## config.mk

```make
export PLATFORM = sky130hd
export DESIGN_NAME = alu_arbiter
export DESIGN_NICKNAME = d
export VERILOG_FILES = /design/src/rtl/alu_arb_pkg.sv /design/src/rtl/alu_arbiter_rr_pick.sv /design/src/rtl/alu_arbiter.sv
export SDC_FILE = /design/constraint.sdc
export NUM_CORES = 1
export LEC_CHECK = 0
export BUFFER_PORTS_ARGS = -buffer_cell sky130_fd_sc_hd__buf_2
export CAP_MARGIN = 20
export CORE_UTILIZATION = 47
export CTS_BUF_LIST = sky130_fd_sc_hd__clkbuf_4
export CTS_CLUSTER_SIZE = 16
export DETAILED_ROUTE_END_ITERATION = 16
export HOLD_SLACK_MARGIN = 0.05
export PLACE_DENSITY = 0.95
export REMOVE_ABC_BUFFERS = 1
export SLEW_MARGIN = 20
export SYNTH_ARGS = -nofsm -noshare
export SYNTH_HDL_FRONTEND = slang
export SYNTH_HIERARCHICAL = 1
export SYNTH_SLANG_ARGS = --single-unit
```

## constraint.sdc

```tcl
create_clock -name clk -period 4.8 [get_ports clk]
set_input_delay 0.48 -clock clk [delete_from_list [all_inputs] [get_ports clk]]
set_output_delay 0.48 -clock clk [all_outputs]
set_load 0.02 [all_outputs]
```

## src/rtl/alu_arb_pkg.sv

```systemverilog
// rtl/alu_arb_pkg.sv - shared types for the ALU arbiter
// ALU opcodes and arbiter FSM states.
package alu_arb_pkg;

  localparam int DATA_W = 16;

  typedef enum logic [1:0] {
    ALU_ADD = 2'b00,
    ALU_SUB = 2'b01,
    ALU_AND = 2'b10,
    ALU_OR  = 2'b11
  } alu_op_t;

  typedef enum logic [1:0] {
    IDLE = 2'b00,
    EXEC = 2'b01,
    RESP = 2'b10
  } arb_state_t;

endpackage

```

## src/rtl/alu_arbiter_rr_pick.sv

```systemverilog
// rtl/alu_arbiter_rr_pick.sv - combinational winner selection for the ALU arbiter
// Round-robin after i_last_grant; ALU_ARB_FIXED_PRIO_EN selects lowest-index-wins instead.
module rr_pick #(
  parameter int NUM_REQ = 4,
  parameter int ID_W    = $clog2(NUM_REQ)
) (
  input  logic [NUM_REQ-1:0] i_req,
  input  logic [ID_W-1:0]    i_last_grant,
  output logic [NUM_REQ-1:0] o_grant,
  output logic [ID_W-1:0]    o_idx,
  output logic               o_any
);

`ifdef ALU_ARB_FIXED_PRIO_EN
  always_comb begin
    o_idx = '0;
    o_any = |i_req;
    // Descending scan so the lowest active index is the last one written.
    for (int i = NUM_REQ - 1; i >= 0; i--) begin
      if (i_req[i]) begin
        o_idx = ID_W'(i);
      end
    end
    o_grant = o_any ? (NUM_REQ'(1) << o_idx) : '0;
  end
`else
  logic [ID_W:0] w_sum;
  logic [ID_W:0] w_cand;

  always_comb begin
    o_idx  = '0;
    o_any  = 1'b0;
    w_sum  = '0;
    w_cand = '0;
    // Candidates last_grant+1 .. last_grant+NUM_REQ, wrapped without a divider.
    for (int i = 1; i <= NUM_REQ; i++) begin
      w_sum  = {1'b0, i_last_grant} + (ID_W + 1)'(i);
      w_cand = (w_sum >= (ID_W + 1)'(NUM_REQ)) ? (w_sum - (ID_W + 1)'(NUM_REQ)) : w_sum;
      if (!o_any && i_req[w_cand[ID_W-1:0]]) begin
        o_any = 1'b1;
        o_idx = w_cand[ID_W-1:0];
      end
    end
    o_grant = o_any ? (NUM_REQ'(1) << o_idx) : '0;
  end
`endif

endmodule

```

## src/rtl/alu_arbiter.sv

```systemverilog
// rtl/alu_arbiter.sv - shares one 16-bit ALU among NUM_REQ requesters
// Build option: ALU_ARB_FIXED_PRIO_EN (fixed priority instead of round-robin).
module alu_arbiter
  import alu_arb_pkg::*;
#(
  parameter int NUM_REQ = 4,
  parameter int ID_W    = $clog2(NUM_REQ)
) (
  input  logic                      clk,
  input  logic                      reset_n,
  input  logic [NUM_REQ-1:0]        req_valid,
  output logic [NUM_REQ-1:0]        req_ready,
  input  logic [2*NUM_REQ-1:0]      req_op,
  input  logic [DATA_W*NUM_REQ-1:0] req_a,
  input  logic [DATA_W*NUM_REQ-1:0] req_b,
  output logic [1:0]                alu_ctrl,
  output logic [DATA_W-1:0]         alu_a,
  output logic [DATA_W-1:0]         alu_b,
  input  logic [DATA_W-1:0]         alu_result,
  input  logic                      alu_lt,
  output logic                      rsp_valid,
  input  logic                      rsp_ready,
  output logic [ID_W-1:0]           rsp_id,
  output logic [DATA_W-1:0]         rsp_result,
  output logic                      rsp_lt
);

  arb_state_t         r_state;
  alu_op_t            r_op;
  logic [DATA_W-1:0]  r_a;
  logic [DATA_W-1:0]  r_b;
  logic [ID_W-1:0]    r_id;
  logic [ID_W-1:0]    r_last_grant;
  logic               r_rsp_valid;
  logic [DATA_W-1:0]  r_rsp_result;
  logic               r_rsp_lt;

  logic [NUM_REQ-1:0] w_grant;
  logic [ID_W-1:0]    w_idx;
  logic               w_any;

  rr_pick #(
    .NUM_REQ(NUM_REQ),
    .ID_W   (ID_W)
  ) u_pick (
    .i_req       (req_valid),
    .i_last_grant(r_last_grant),
    .o_grant     (w_grant),
    .o_idx       (w_idx),
    .o_any       (w_any)
  );

  always_ff @(posedge clk or negedge reset_n) begin
    if (!reset_n) begin
      r_state      <= IDLE;
      r_op         <= ALU_ADD;
      r_a          <= '0;
      r_b          <= '0;
      r_id         <= '0;
      r_last_grant <= ID_W'(NUM_REQ - 1);
      r_rsp_valid  <= 1'b0;
      r_rsp_result <= '0;
      r_rsp_lt     <= 1'b0;
    end else begin
      case (r_state)
        IDLE: begin
          if (w_any) begin
            r_op         <= alu_op_t'(req_op[2*w_idx +: 2]);
            r_a          <= req_a[DATA_W*w_idx +: DATA_W];
            r_b          <= req_b[DATA_W*w_idx +: DATA_W];
            r_id         <= w_idx;
            r_last_grant <= w_idx;
            r_state      <= EXEC;
          end
        end
        EXEC: begin
          r_rsp_result <= alu_result;
          // LT is only meaningful for a subtraction; other ops report 0.
          r_rsp_lt     <= (r_op == ALU_SUB) ? alu_lt : 1'b0;
          r_rsp_valid  <= 1'b1;
          r_state      <= RESP;
        end
        RESP: begin
          if (rsp_ready) begin
            r_rsp_valid <= 1'b0;
            r_state     <= IDLE;
          end
        end
        default: r_state <= IDLE;
      endcase
    end
  end

  assign req_ready  = (r_state == IDLE && reset_n) ? w_grant : '0;
  assign alu_ctrl   = r_op;
  assign alu_a      = r_a;
  assign alu_b      = r_b;
  assign rsp_valid  = r_rsp_valid;
  assign rsp_id     = r_id;
  assign rsp_result = r_rsp_result;
  assign rsp_lt     = r_rsp_lt;

endmodule

```

==> impl_metrics.py, run 1 <==
metrics = {
    "outcome": {
        "status": "finished clean",
    },
    "setup_path": {
        "critPathSlowestCell": "mux4_1",
        "path_class": "register to register",
        "cp.buffers_inverters": 1,
        "path_max_fanout": 36,
        "start_kind": "register",
        "slowest_delay_ns": 0.62,
        "cp.required_ns": 5.07,
        "end_kind": "register",
        "cp_top_family": "multiplexers",
        "cp_cell_sequence": "and2b_1 -> o21ai_0 -> o311ai_2 -> buf_4 -> mux4_1 -> mux2_2",
        "arrival_ns": 2.87,
    },
    "power": {
        "p_int_mw": 1.92,
        "power.density_nw_per_um2": 674,
        "combinationalPowerShare_pct": 57.8,
        "clkPwrFrac_pct": 12.5,
        "pwr-share-seq_pct": 29.6,
        "p_sw_share_pct": 38.6,
        "power_mw": 3.12,
        "cellLeakagePower_nw": 2.33,
        "p_switching_mw": 1.20,
        "ir_drop_mv": 0.307,
    },
    "die": {
        "design.die.area_sq_um": 7430,
        "dieWidth_um": 86.2,
        "initial_utilization_pct": 48.8,
        "rows": 30,
        "coreArea_sq_um": 6830,
        "die_y_um": 86.2,
        "ios": 218,
    },
    "clocking": {
        "cts_tree": "yes",
        "cts_buffers": 9,
        "postCtsResizedCells": 0,
        "clk_pin_slew_ns": 0.10,
        "cts.htree.levels": 3,
        "cts_setup_buffers": 0,
        "hold_buffers": 0,
        "clk-insertion-delay-late_ns": 0.39,
        "cts_root_buffer": "clkbuf_4",
        "clockBufferDepth": 2,
        "clock_sinks": 58,
    },
    "timing": {
        "fmax_ghz": 0.385,
        "slew_viol_final": 0,
        "final-hold-violation-count": 0,
        "period_minus_slack_ns": 2.60,
        "worst_pin_slew_ns": 0.658,
        "fin_skew_ns": 0.0105,
        "setup_violations": 0,
        "slew_headroom_pct": 56.2,
        "fin_ws_ns": 2.20,
        "finalCritPeriodShare_pct": 54.1,
        "finalSetupTns_ns": 0,
        "rsz0062_at_grt": "false",
    },
    "logic_synthesis": {
        "ys_warn_count": 6,
        "synth_top_area_share_pct": 42.1,
        "synth_edf_count": 0,
        "syn_avg_cell_area_sq_um": 16.6,
        "synth.largest_area_cell": "dfrtp_1",
        "yosysSeqAreaShare_pct": 43.6,
        "synth_cell_types": 36,
        "synthArstFlopShare_pct": 100,
        "syn_inst": 201,
        "ys_seq_elements": 58,
        "synth.most_common_cell": "dfrtp_1",
        "synth_area_leaders": "dfrtp_1 (42%), mux4_2 (20%), mux2_4 (13%)",
        "netlist_area_sq_um": 3330,
        "yosys-top-cells-count": "dfrtp_1 (56), mux4_2 (29), mux2_4 (28)",
        "synth_flop_cell": "dfrtp_1",
    },
    "routing": {
        "ant_nets": 0,
        "highest_layer": "met4",
        "firstDrtPassIters": 4,
        "drc": 0,
        "wirelength_um": 8790,
        "wl_met3_um": 631,
        "wire_per_inst_um": 16.9,
        "route.met2.wl_um": 4800,
        "wl_met1_um": 3190,
        "avgViaCountPerCell": 5.31,
        "drt-initial-drc-count": 118,
        "vias": 2759,
    },
    "grt": {
        "grtUsageTotal_pct": 24.4,
        "grt_pass1_vias": 2830,
        "grt_pass1_wl_um": 13500,
        "antenna_found_initial": 0,
        "grt_max_degree": 40,
        "grt_overflow": 0,
    },
    "cells_and_area": {
        "area_delta_synth_final_pct": 39.1,
        "n_fill_cell": 529,
        "stdcell_count": 520,
        "nets": 579,
        "n_antenna_cell": 0,
        "utilization_pct": 67.8,
        "drive_above_1_share_pct": 77.8,
    },
    "placed_design": {
        "dp.cells": 504,
        "place.gp.congestion": 0.848,
        "port_buffers": 217,
        "dp_hpwl_um": 6880,
        "pre_cts_slack_ns": 2.01,
    },
    "run": {
        "maxCapViolCount": 0,
    },
    "worst_hold_path": {
        "hp-class": "input pin to async pin",
    },
}
[sequential cells by signal, summed over array words and instances (netlist names)]
| register | cells |
|---|---|
| r_last_grant | 2 |
| alu_ctrl | 2 |
| rsp_result | 16 |
| r_state | 2 |
| alu_b | 16 |
| alu_a | 16 |
| rsp_lt | 1 |
| rsp_valid | 1 |
| rsp_id | 2 |
[per-stage QoR]
stage / hold slack, ns / cell area (sq um)
final: 0.0883 / 4630
after global routing: 0.0974 / 4630
after CTS: 0.0856 / 4630
after detailed placement: 0.490 / 4480
after global placement: 0.483 / 4480
after floorplan: 0.184 / 3210
[placed cells by master (no fill, tap or decap), drive strengths merged, types with 2 or more instances in the layout]
| cell | instances |
|---|---|
| inv | 3 |
| clkbuf | 10 |
| dfrtp | 56 |
| dfstp | 2 |
| nor2b | 3 |
| mux2 | 55 |
| and2b | 2 |
| o21ai | 5 |
| and3 | 5 |
| clkinv | 3 |
| buf | 222 |
| bufinv | 2 |
| mux4 | 34 |
| nor2 | 6 |
| nor3b | 2 |
[per-layer routing]
metal | global-route usage [%] | vias up
met2 | 44.2 | 152
li1 | - | 1230
met4 | 10.5 | 0
met5 | 0 | -
met1 | 27.0 | 1361
met3 | 6.57 | 16
[worst paths after layout]
path	from	endpoint	slack, ns	cells after the start
max	r_last_grant[0]$_DFFE_PN1P_	alu_b[12]$_DFFE_PN0P_	2.20	6
min	reset_n	alu_a[4]$_DFFE_PN0P_	0.09	1
max reg2reg	r_last_grant[0]$_DFFE_PN1P_	alu_b[12]$_DFFE_PN0P_	2.20	6
min reg2reg	rsp_result[3]$_DFFE_PN0P_	rsp_result[3]$_DFFE_PN0P_	0.51	1
max in group asynchronous	reset_n	rsp_result[3]$_DFFE_PN0P_	3.86	2
min in group clk	alu_result[4]	rsp_result[4]$_DFFE_PN0P_	0.32	2
[cell families after synthesis]
group           after synthesis  synth area share, %
flops                        58                 43.6
compound gates               14                 3.00
buf+inv                      18                 4.09
mux                          89                 45.3
simple gates                 22                 3.98
[final cells by class]
class                      instances  area, sq um  share of cell area [%]
multi-input combinational        125         1770                    38.2
tap                               96          120                    2.59
inverter                           3         11.3                   0.243
clock inverter                     6         81.3                    1.76
clock buffer                      10         75.1                    1.62
timing repair buffer             222         1120                    24.3
sequential                        58         1450                    31.4
[power groups by stage]
stage | registers (mW) | clock network [mW] | logic [mW]
3_3_place_gp | 0.912 | 0 | 1.76
3_5_place_dp | 0.930 | 0 | 1.82
5_1_grt | 0.958 | 0.424 | 1.92
2_1_floorplan | 1.19 | 0 | 1.11
4_1_cts | 0.926 | 0.404 | 1.82
6_report | 0.925 | 0.392 | 1.81
Note: power is estimated with default switching activity, not from simulation.
==> run 2: changes to the inputs <==
- CORE_UTILIZATION: 47 -> 40
- PLACE_DENSITY: 0.95 -> 0.9
- clock period: 4.8 -> 2.39 ns (I/O delays scaled with it)
==> run 2 against run 1 <==
Flip-flop and latch count is the same; sequential share of layout area is 0.48 points lower; sequential power increased by 99%; setup slack lost 2.1 ns; count of clock-buffer cells in the layout is 2 higher; combinational power grew 110%; critical path depth did not move; critical endpoint is now alu_b[1]$_DFFE_PN0P_; highest routed layer unchanged.
==> impl_metrics.py, run 2 (synthesis results as in run 1) <==
metrics = {
    "worst_hold_path": {
        "hp-class": "input pin to register",
    },
    "cells_and_area": {
        "stdcell_count": 531,
        "final_common_cell": "buf_2",
        "n_fill_cell": 656,
        "utilization_pct": 59.7,
        "nets": 584,
        "drive_above_1_share_pct": 78.6,
        "area_delta_synth_final_pct": 41.2,
        "final_design_area_no_fill_sq_um": 4710,
        "final_cell_mix": "buf_2 (217), dfrtp_1 (56), mux4_2 (29)",
        "n_antenna_cell": 0,
    },
    "power": {
        "p_sw_share_pct": 39.1,
        "power_mw": 6.27,
        "clkPwrFrac_pct": 9.2,
        "combinationalPowerShare_pct": 61.4,
        "p_switching_mw": 2.45,
        "cellLeakagePower_nw": 2.37,
        "p_int_mw": 3.82,
        "power.density_nw_per_um2": 1330,
        "ir_drop_mv": 0.636,
        "pwr-share-seq_pct": 29.4,
    },
    "placed_design": {
        "dp_hpwl_um": 7150,
        "place.gp.congestion": 0.843,
        "dpl-instance-area_sq_um": 4520,
        "pre_cts_slack_ns": 0.0117,
        "port_buffers": 217,
        "dp.cells": 511,
    },
    "setup_path": {
        "startpoint": "r_last_grant[0]$_DFFE_PN1P_",
        "cp.required_ns": 2.66,
        "arrival_ns": 2.58,
        "r2r_start": "r_last_grant[0]$_DFFE_PN1P_",
        "rrSetupSlack_ns": 0.07,
        "start_kind": "register",
        "critPathCapture": "alu_b[1]$_DFFE_PN0P_",
        "path_max_fanout": 9,
        "r2r-end": "alu_b[1]$_DFFE_PN0P_",
        "end_kind": "register",
        "r2r_cells": 6,
        "path_class": "register to register",
    },
    "outcome": {
        "status": "finished clean",
    },
    "grt": {
        "grt_pass1_wl_um": 14600,
        "grtUsageTotal_pct": 22.4,
        "grt_overflow": 0,
        "grt_pass1_vias": 3014,
        "antenna_found_initial": 0,
        "grt_max_degree": 58,
    },
    "timing": {
        "slew_viol_final": 0,
        "finalCritPeriodShare_pct": 96.9,
        "fmax_ghz": 0.432,
        "rsz0062_at_grt": "false",
        "period_minus_slack_ns": 2.32,
        "fin_skew_ns": 0.0235,
        "setup_violations": 0,
        "worst_pin_slew_ns": 0.700,
        "fin_ws_ns": 0.0731,
        "slew_headroom_pct": 53.3,
        "final-hold-violation-count": 0,
    },
    "die": {
        "coreArea_sq_um": 7890,
        "design.die.area_sq_um": 8700,
        "dieWidth_um": 93.3,
        "rows": 32,
        "initial_utilization_pct": 42.2,
        "ios": 218,
        "die_y_um": 93.3,
    },
    "clocking": {
        "clk-insertion-delay-late_ns": 0.37,
        "clock_sinks": 58,
        "clk_pin_slew_ns": 0.11,
        "cts_tree": "yes",
        "clockBufferDepth": 2,
        "cts.htree.levels": 3,
        "cts_root_buffer": "clkbuf_4",
        "cts_buffers": 9,
    },
    "routing": {
        "route.met2.wl_um": 5010,
        "wirelength_um": 9370,
        "avgViaCountPerCell": 5.24,
        "ant_nets": 0,
        "firstDrtPassIters": 5,
        "drt-initial-drc-count": 51,
        "wl_met3_um": 755,
        "wire_per_inst_um": 17.6,
        "vias": 2780,
        "drc": 0,
        "wl_met1_um": 3410,
        "highest_layer": "met4",
    },
    "run": {
        "maxCapViolCount": 0,
    },
}
-- run 2: cell types whose count changed in the layout (fill, tap and decap cells not counted), moves of 2 or more --
| cell | change |
|---|---|
| bufinv_16 | -2 |
| o21ai_2 | +2 |
| buf_12 | +2 |
| o21ai_0 | -2 |
| clkbuf_4 | +2 |
-- run 2: worst max-delay path, stage by stage, from the launching register on --
cell and delay [ns]:
dfstp_2 0.57, and2b_2 0.26, o21ai_2 0.18, o311ai_4 0.17, bufbuf_16 0.33, mux4_2 0.43, mux2_4 0.27
-- run 2: worst min-delay path by stage --
stage | start | end | depth (start not counted)
final | alu_result[7] | rsp_result[7]$_DFFE_PN0P_ | 2
after global routing | alu_result[7] | rsp_result[7]$_DFFE_PN0P_ | 2
after CTS | alu_result[7] | rsp_result[7]$_DFFE_PN0P_ | 2
after detailed placement | reset_n | alu_a[6]$_DFFE_PN0P_ | 1
after global placement | reset_n | alu_a[6]$_DFFE_PN0P_ | 1
after floorplan | reset_n | alu_a[0]$_DFFE_PN0P_ | 0
-- run 2: cell type report --
class                      count  area, sq um  share of cell area (%)
sequential                    58         1450                    30.9
tap                          102          128                    2.71
clock buffer                  12         90.1                    1.91
multi-input combinational    125         1790                    38.0
inverter                       3         11.3                   0.239
timing repair buffer         227         1220                    25.9
clock inverter                 4         18.8                   0.399
-- run 2: what timing repair did --
item	in CTS	in global routing
setup endpoints to repair	1	6
pin swaps	1	0
cloned	2	0
gates resized for setup	5	1
hold buffers	1	0
endpoints found under the hold margin	1	0
buffers inserted	0	1
-- run 2: stage by stage --
stage	setup TNS, ns	hold slack [ns]
6_report	0	0.0896
3_5_place_dp	0	0.0658
2_1_floorplan	-211.75	-0.0566
3_3_place_gp	0	0.0615
5_1_grt	0	0.0600
4_1_cts	0	0.0545
-- run 2: metal layers --
layer | vias up | global-route usage, %
met4 | 0 | 9.36
li1 | 1237 | -
met5 | - | 0
met1 | 1358 | 25.0
met2 | 165 | 41.1
met3 | 20 | 4.72
-- run 2: power by group through the flow --
stage                     logic, mW  registers, mW  clock network, mW
final                          3.85           1.84              0.577
after global routing           4.07           1.90              0.654
after CTS                      3.88           1.85              0.607
after detailed placement       3.75           1.85                  0
after global placement         3.61           1.82                  0
after floorplan                2.19           2.39                  0
